## src/rtl/psum_pkg.sv

```systemverilog
// ---------------------------------------------------------------------------
// psum_pkg
// Shared types for the partial-sum return path: the collection state enum,
// the FIFO entry layout {data, tag, col} and a clog2 helper that never
// returns less than 1 (so a single-port build still gets a 1-bit index).
// ---------------------------------------------------------------------------
package psum_pkg;

    function automatic int psum_clog2(input int n);
        return (n <= 2) ? 1 : $clog2(n);
    endfunction

    localparam int PSUM_DATA_W  = 16;
    localparam int PSUM_TAG_W   = 8;
    localparam int PSUM_NUM_COL = 3;
    localparam int PSUM_COL_W   = psum_clog2(PSUM_NUM_COL);

    typedef enum logic [1:0] {
        ST_IDLE    = 2'd0,
        ST_COLLECT = 2'd1,
        ST_DRAIN   = 2'd2,
        ST_DONE    = 2'd3
    } psum_state_e;

    typedef struct packed {
        logic [PSUM_DATA_W-1:0] data;
        logic [PSUM_TAG_W-1:0]  tag;
        logic [PSUM_COL_W-1:0]  col;
    } psum_entry_t;

endpackage

```

## src/rtl/psum_collect_ctrl_rr_arbiter.sv

```systemverilog
// ---------------------------------------------------------------------------
// rr_arbiter
// Round-robin grant: picks the first requester at or after ptr (modulo
// NUM_COL). Purely combinational; the owner keeps and advances the pointer.
//   req    : per-port request
//   enable : global grant enable (all-zero grant when low)
//   ptr    : highest-priority port index
//   grant  : one-hot grant, all zero when nothing is granted
// ---------------------------------------------------------------------------
module rr_arbiter
    import psum_pkg::*;
#(
    parameter  int NUM_COL = 3,
    localparam int PW      = psum_clog2(NUM_COL)
) (
    input  logic [NUM_COL-1:0] req,
    input  logic               enable,
    input  logic [PW-1:0]      ptr,
    output logic [NUM_COL-1:0] grant
);

    logic found_s;
    int   idx_s;

    // Scan ports starting at ptr; the first active request wins.
    always_comb begin
        grant   = '0;
        found_s = 1'b0;
        idx_s   = 0;
        for (int k = 0; k < NUM_COL; k++) begin
            idx_s = (int'(ptr) + k) % NUM_COL;
            if (enable && !found_s && req[idx_s]) begin
                grant[idx_s] = 1'b1;
                found_s      = 1'b1;
            end else begin
                found_s = found_s;
            end
        end
    end

endmodule

```

## src/rtl/psum_collect_ctrl.sv

```systemverilog
// ---------------------------------------------------------------------------
// psum_collect_ctrl
// Collects tagged partial sums from the PE column (round-robin), buffers them
// in a show-ahead FIFO and counts accepted results against expect_cnt.
//   clk, rst         : clock, async active-high reset
//   flush            : synchronous abort (empties FIFO, back to IDLE)
//   start/expect_cnt : begin a collection of expect_cnt results
//   pe_valid/data/tag: per-PE result offer, pe_ready is the one-hot grant
//   out_*            : FIFO head (data, tag, producing column), out_ready pops
//   busy             : collection or drain in progress
//   done             : one-cycle completion pulse
// ---------------------------------------------------------------------------
module psum_collect_ctrl
    import psum_pkg::*;
#(
    parameter  int DATA_WIDTH = PSUM_DATA_W,
    parameter  int TAG_WIDTH  = PSUM_TAG_W,
    parameter  int NUM_COL    = PSUM_NUM_COL,
    parameter  int FIFO_DEPTH = 4,
    parameter  int CNT_WIDTH  = 16,
    localparam int COL_W      = psum_clog2(NUM_COL)
) (
    input  logic                           clk,
    input  logic                           rst,
    input  logic                           flush,
    input  logic                           start,
    input  logic [CNT_WIDTH-1:0]           expect_cnt,
    input  logic [NUM_COL-1:0]             pe_valid,
    input  logic [NUM_COL*DATA_WIDTH-1:0]  pe_data,
    input  logic [NUM_COL*TAG_WIDTH-1:0]   pe_tag,
    output logic [NUM_COL-1:0]             pe_ready,
    output logic                           out_valid,
    output logic [DATA_WIDTH-1:0]          out_data,
    output logic [TAG_WIDTH-1:0]           out_tag,
    output logic [COL_W-1:0]               out_col,
    input  logic                           out_ready,
    output logic                           busy,
    output logic                           done
);

    localparam int AW = psum_clog2(FIFO_DEPTH);
    localparam int LW = AW + 1;

    psum_state_e          state_r;
    logic [CNT_WIDTH-1:0] remaining_r;
    logic [COL_W-1:0]     rr_ptr_r;
    logic                 done_r;
    logic                 busy_r;

    psum_entry_t          fifo_mem_r [FIFO_DEPTH];
    logic [AW-1:0]        wr_ptr_r;
    logic [AW-1:0]        rd_ptr_r;
    logic [LW-1:0]        level_r;

    logic                 full_s;
    logic                 empty_s;
    logic                 grant_en_s;
    logic                 push_s;
    logic                 pop_s;
    logic [NUM_COL-1:0]   grant_s;
    logic [COL_W-1:0]     grant_idx_s;
    logic [COL_W-1:0]     ptr_next_s;
    logic [DATA_WIDTH-1:0] sel_data_s;
    logic [TAG_WIDTH-1:0] sel_tag_s;
    psum_entry_t          push_entry_s;
    psum_entry_t          head_s;

    assign full_s  = (level_r == LW'(FIFO_DEPTH));
    assign empty_s = (level_r == '0);

    // Full is judged on the registered level only: a same-cycle pop does not
    // reopen the grant, and flush forces the grant low in its own cycle.
    assign grant_en_s = (state_r == ST_COLLECT) && !full_s &&
                        (remaining_r != '0) && !flush;

    rr_arbiter #(.NUM_COL(NUM_COL)) u_arb (
        .req    (pe_valid),
        .enable (grant_en_s),
        .ptr    (rr_ptr_r),
        .grant  (grant_s)
    );

    assign pe_ready = grant_s;
    assign push_s   = |(grant_s & pe_valid);
    assign pop_s    = !empty_s && out_ready;

    // Encode the one-hot grant and mux the granted PE's data and tag.
    always_comb begin
        grant_idx_s = '0;
        sel_data_s  = '0;
        sel_tag_s   = '0;
        for (int i = 0; i < NUM_COL; i++) begin
            grant_idx_s = grant_idx_s | (grant_s[i] ? COL_W'(i) : '0);
            sel_data_s  = sel_data_s | (pe_data[i*DATA_WIDTH +: DATA_WIDTH] & {DATA_WIDTH{grant_s[i]}});
            sel_tag_s   = sel_tag_s  | (pe_tag[i*TAG_WIDTH +: TAG_WIDTH] & {TAG_WIDTH{grant_s[i]}});
        end
    end

    assign ptr_next_s   = (grant_idx_s == COL_W'(NUM_COL - 1)) ? '0 : grant_idx_s + COL_W'(1);
    assign push_entry_s = '{data: sel_data_s, tag: sel_tag_s, col: grant_idx_s};

    assign head_s    = fifo_mem_r[rd_ptr_r];
    assign out_valid = !empty_s;
    assign out_data  = head_s.data;
    assign out_tag   = head_s.tag;
    assign out_col   = head_s.col;
    assign busy      = busy_r;
    assign done      = done_r;

    // Show-ahead FIFO storage, pointers and fill level.
    always_ff @(posedge clk or posedge rst) begin
        if (rst) begin
            wr_ptr_r <= '0;
            rd_ptr_r <= '0;
            level_r  <= '0;
            for (int i = 0; i < FIFO_DEPTH; i++) begin
                fifo_mem_r[i] <= '0;
            end
        end else if (flush) begin
            wr_ptr_r <= '0;
            rd_ptr_r <= '0;
            level_r  <= '0;
        end else begin
            if (push_s) begin
                fifo_mem_r[wr_ptr_r] <= push_entry_s;
                wr_ptr_r             <= wr_ptr_r + AW'(1);
            end
            if (pop_s) begin
                rd_ptr_r <= rd_ptr_r + AW'(1);
            end
            case ({push_s, pop_s})
                2'b10:   level_r <= level_r + LW'(1);
                2'b01:   level_r <= level_r - LW'(1);
                default: level_r <= level_r;
            endcase
        end
    end

    // Collection FSM with remaining count, rr pointer and registered flags.
    always_ff @(posedge clk or posedge rst) begin
        if (rst) begin
            state_r     <= ST_IDLE;
            remaining_r <= '0;
            rr_ptr_r    <= '0;
            done_r      <= 1'b0;
            busy_r      <= 1'b0;
        end else if (flush) begin
            state_r     <= ST_IDLE;
            remaining_r <= '0;
            rr_ptr_r    <= '0;
            done_r      <= 1'b0;
            busy_r      <= 1'b0;
        end else begin
            // done trails the DONE state by one cycle
            done_r <= (state_r == ST_DONE);
            if (push_s) begin
                remaining_r <= remaining_r - CNT_WIDTH'(1);
                rr_ptr_r    <= ptr_next_s;
            end
            case (state_r)
                ST_IDLE: begin
                    if (start) begin
                        if (expect_cnt == '0) begin
                            state_r <= ST_DONE;
                        end else begin
                            remaining_r <= expect_cnt;
                            state_r     <= ST_COLLECT;
                            busy_r      <= 1'b1;
                        end
                    end
                end
                ST_COLLECT: begin
                    if (push_s && (remaining_r == CNT_WIDTH'(1))) begin
                        state_r <= ST_DRAIN;
                    end
                end
                ST_DRAIN: begin
                    if (empty_s) begin
                        state_r <= ST_DONE;
                        busy_r  <= 1'b0;
                    end
                end
                ST_DONE: begin
                    state_r <= ST_IDLE;
                end
                default: begin
                    state_r <= ST_IDLE;
                    busy_r  <= 1'b0;
                end
            endcase
        end
    end

endmodule
```

## config.mk

```make
export PLATFORM = sky130hd
export DESIGN_NAME = psum_collect_ctrl
export DESIGN_NICKNAME = d
export VERILOG_FILES = /design/src/rtl/psum_pkg.sv /design/src/rtl/psum_collect_ctrl_rr_arbiter.sv /design/src/rtl/psum_collect_ctrl.sv
export SDC_FILE = /design/constraint.sdc
export NUM_CORES = 1
export LEC_CHECK = 0
export ABC_AREA = 0
export CELL_PAD_IN_SITES_DETAIL_PLACEMENT = 1
export CELL_PAD_IN_SITES_GLOBAL_PLACEMENT = 2
export CORE_MARGIN = 5
export CORE_UTILIZATION = 30
export CTS_BUF_LIST = sky130_fd_sc_hd__clkbuf_16
export DETAILED_ROUTE_END_ITERATION = 7
export PLACE_DENSITY_LB_ADDON = 0.1
export RECOVER_POWER = 50
export SETUP_SLACK_MARGIN = 0.2
export SYNTH_ARGS = -nofsm -noshare
export SYNTH_HDL_FRONTEND = slang
export SYNTH_SLANG_ARGS = --single-unit
```

## constraint.sdc

```tcl
create_clock -name clk -period 5.65 [get_ports clk]
set_clock_uncertainty 0.05 [all_clocks]
set_input_delay 1.4125 -clock clk [delete_from_list [all_inputs] [get_ports clk]]
set_output_delay 1.4125 -clock clk [all_outputs]
set_load 0.02 [all_outputs]
```

==> metrics.txt <==
number of nets with antenna violations after detailed routing 0; post-DR vias/cell 5.19; Total Nets Final 802; total gr overflow 0; final critical delay including setup and external delays 5.33 ns; placer's final routability congestion estimate 0.782; Setup Crit Path Kind in2out; Mean Syn Cell Area 12.5 um^2; number of top-level pins 128; Mapped Cells 570; maximum clock path buffer count 2; total negative slack for setup checks 0 ns; sequential area share after synthesis 0.465; pin count of the biggest net entering global routing 68; initial core utilization 0.305; clock latency on the worst-skew pair 0.42 ns; H-Tree Level Count 4; number of non-filler instances in the completed layout 1022; half-perimeter wire length of the detailed placement result 14.3 mm; number of endpoints with negative hold slack in the final report 0; detailed-route wire length 20.9 mm; combined buffer and inverter count along the critical path 2; nature of the critical path endpoint output pin; clock tree from TritonCTS done; CTS Root Cell sky130_fd_sc_hd__clkbuf_16; hold bufs inserted after CTS 0; most used flip-flop cell after synthesis sky130_fd_sc_hd__dfrtp_1; main area contributors after synthesis sky130_fd_sc_hd__dfrtp_1 (47%), sky130_fd_sc_hd__mux2_2 (16%), sky130_fd_sc_hd__mux4_2 (8.2%); Worst path max stage delay 0.73 ns; P_leak 4.00 nW; Synth top area share 0.465; Chip Width 164 um; relative slew slack -1.04; Max stage delay cell, worst path sky130_fd_sc_hd__nor4_1; power density relative to cell area 387 mW/mm^2; Reg2Reg Launch Point rr_ptr_r[1]; total CTS buffers 17; first-pass GRT wire length 33.3 mm; total number of clock tree sinks 133; largest fanout of any net on the critical path 7; number of nets produced by synthesis 681; launching element of the worst setup path pe_valid[1]; Async SR Flop Fraction 1.00; worst vdd rail ir drop 0.226 mV; initial antenna violation count 0; setup repair after global routing missed its margin false; Tightest Pin Transition 3.04 ns; cell count after placement 991; worst hold start fifo_mem_r[0]; total count of max-transition violations in the final report 101; Die Area 0.0270 mm^2; violations in the final reports max-capacitance violations, max-slew violations; number of buffers added on ports 127; list of cells traversed by the critical path dlygate4sd3_1, mux2i_1, o21ai_2, nor4_1, nor3_1, clkdlybuf4s50_1; count of unique library cells instantiated by Yosys 55; required arrival time at the worst endpoint 4.19 ns; fin crit share 0.944; number of DRC markers in iteration 0 305; global-route total usage across every layer 0.158; number of post-CTS setup repair buffers 0; flop and latch count out of synthesis 133; hold crit path type reg2reg; count of filler cells inserted in the layout 2456; relative area change from synthesis to final layout 30.1%; count of yosys warnings during synthesis 0; crit-path leading delay family buffers and inverters; row count 56; commonest cells after routing, fill and taps aside sky130_fd_sc_hd__dfrtp_1 (132), sky130_fd_sc_hd__clkdlybuf4s50_1 (121), sky130_fd_sc_hd__mux2_2 (102), sky130_fd_sc_hd__nor2_1 (51), sky130_fd_sc_hd__mux4_2 (26); detail-routed net length per standard cell 20.5 um; DR vias 5308; maximum clock frequency 188 MHz; Reg clk slew, reported paths 0.06 ns; router iterations before antenna repair 5; post-synthesis instance area 0.00715 mm^2; Antenna diodes 0; arrival time of the worst setup path 3.87 ns; run status finished with violations; post-route DRC violation count 0; area taken by flip-flops and latches 0.00333 mm^2; Placeable Area 0.0235 mm^2; cell accounting for the most synthesized area sky130_fd_sc_hd__dfrtp_1; fraction of layout cells with a size suffix above 1 0.263; commonest non-fill, non-tap cell in the layout sky130_fd_sc_hd__dfrtp_1; number of gates resized after CTS 0; startpoint class of the critical path input pin; number of synthesized flops with an enable pin 0; max-capacitance violation count 2; vias in the first global route 5965; total setup violations reported at the end of the flow 0; height of the die 164 um; area occupied by multi-input gates 0.00355 mm^2
-- final timing paths --
check | endpoint | slack (ns) | cells past startpoint
max | pe_ready[0] | 0.32 | 6
min | fifo_mem_r[0] | 0.43 | 2
max reg2reg | fifo_mem_r[15] | 1.49 | 10
min reg2reg | fifo_mem_r[0] | 0.43 | 2
max in group asynchronous | rd_ptr_r[0] | 1.21 | 3
min in group asynchronous | fifo_mem_r[56] | 2.27 | 2
-- cells in the mapped netlist (all sizes together), types with 9 or more instances --
library cell	number
clkbuf	24
o31ai	15
or3	9
a222oi	24
nand2	14
nor2	52
o21ai	15
mux4	26
buf	17
a311oi	17
inv	18
ha	14
dfrtp	133
mux2	102
or4	12
-- sequential cells by signal (all words and copies together), names as in the netlist --
name         flops
busy             1
done             1
fifo_mem_r     104
level_r          3
rd_ptr_r         2
remaining_r     16
rr_ptr_r         2
state_r          2
wr_ptr_r         2
-- cells by family (layout without fill, tap and decap cells) --
logic type,after synthesis,in the layout,synth area share
XOR/XNOR,5,5,0.00613
adder cells (fa/ha/maj),15,15,0.0273
AO/OA/AOI/OAI,99,99,0.123
flip-flops,133,133,0.465
buffers and inverters,59,192,0.0364
AND/OR/NAND/NOR,127,127,0.0940
multiplexers,132,132,0.248
-- power breakdown --
| part | internal [mW] | switching (mW) |
|---|---|---|
| Clock | 0.688 | 0.429 |
| Sequential | 1.08 | 0.151 |
| Combinational | 0.575 | 0.685 |
-- tightest hold or removal path: cells and delay by family, from the launching register on --
kind / cells / cell delay [ns]
flops: 1 / 0.34
simple gates: 1 / 0.04
compound gates: 1 / 0.06
-- metal layers --
metal | vias up | share of wire | wire length, um | track usage
met4 | 0 | 0.017 | 357 | 0.0514
met2 | 105 | 0.51 | 10700 | 0.272
met5 | - | 0 | 0 | 0
met1 | 2743 | 0.44 | 9200 | 0.200
met3 | 28 | 0.032 | 668 | 0.0334
li1 | 2432 | - | - | -
-- layout make-up --
class / instances / share of cell area
tap: 319 / 0.0429
timing repair buffer: 143 / 0.147
clock inverter: 14 / 0.0171
inverter: 18 / 0.00740
multi-input combinational: 378 / 0.382
clock buffer: 17 / 0.0457
sequential: 133 / 0.358
-- per-stage QoR --
stage	worst slack [ns]	utilization	power (mW)	instance area (um^2)	hold WS, ns
3_5_place_dp	0.409	0.374	2.54	8770	0.419
2_1_floorplan	0.633	-	2.05	7150	0.395
6_report	0.318	0.396	3.60	9300	0.429
3_3_place_gp	0.469	0.374	2.51	8770	0.421
5_1_grt	0.156	0.396	3.82	9300	0.442
4_1_cts	0.409	0.398	3.68	9350	0.432
(Power assumes the default switching activity.)
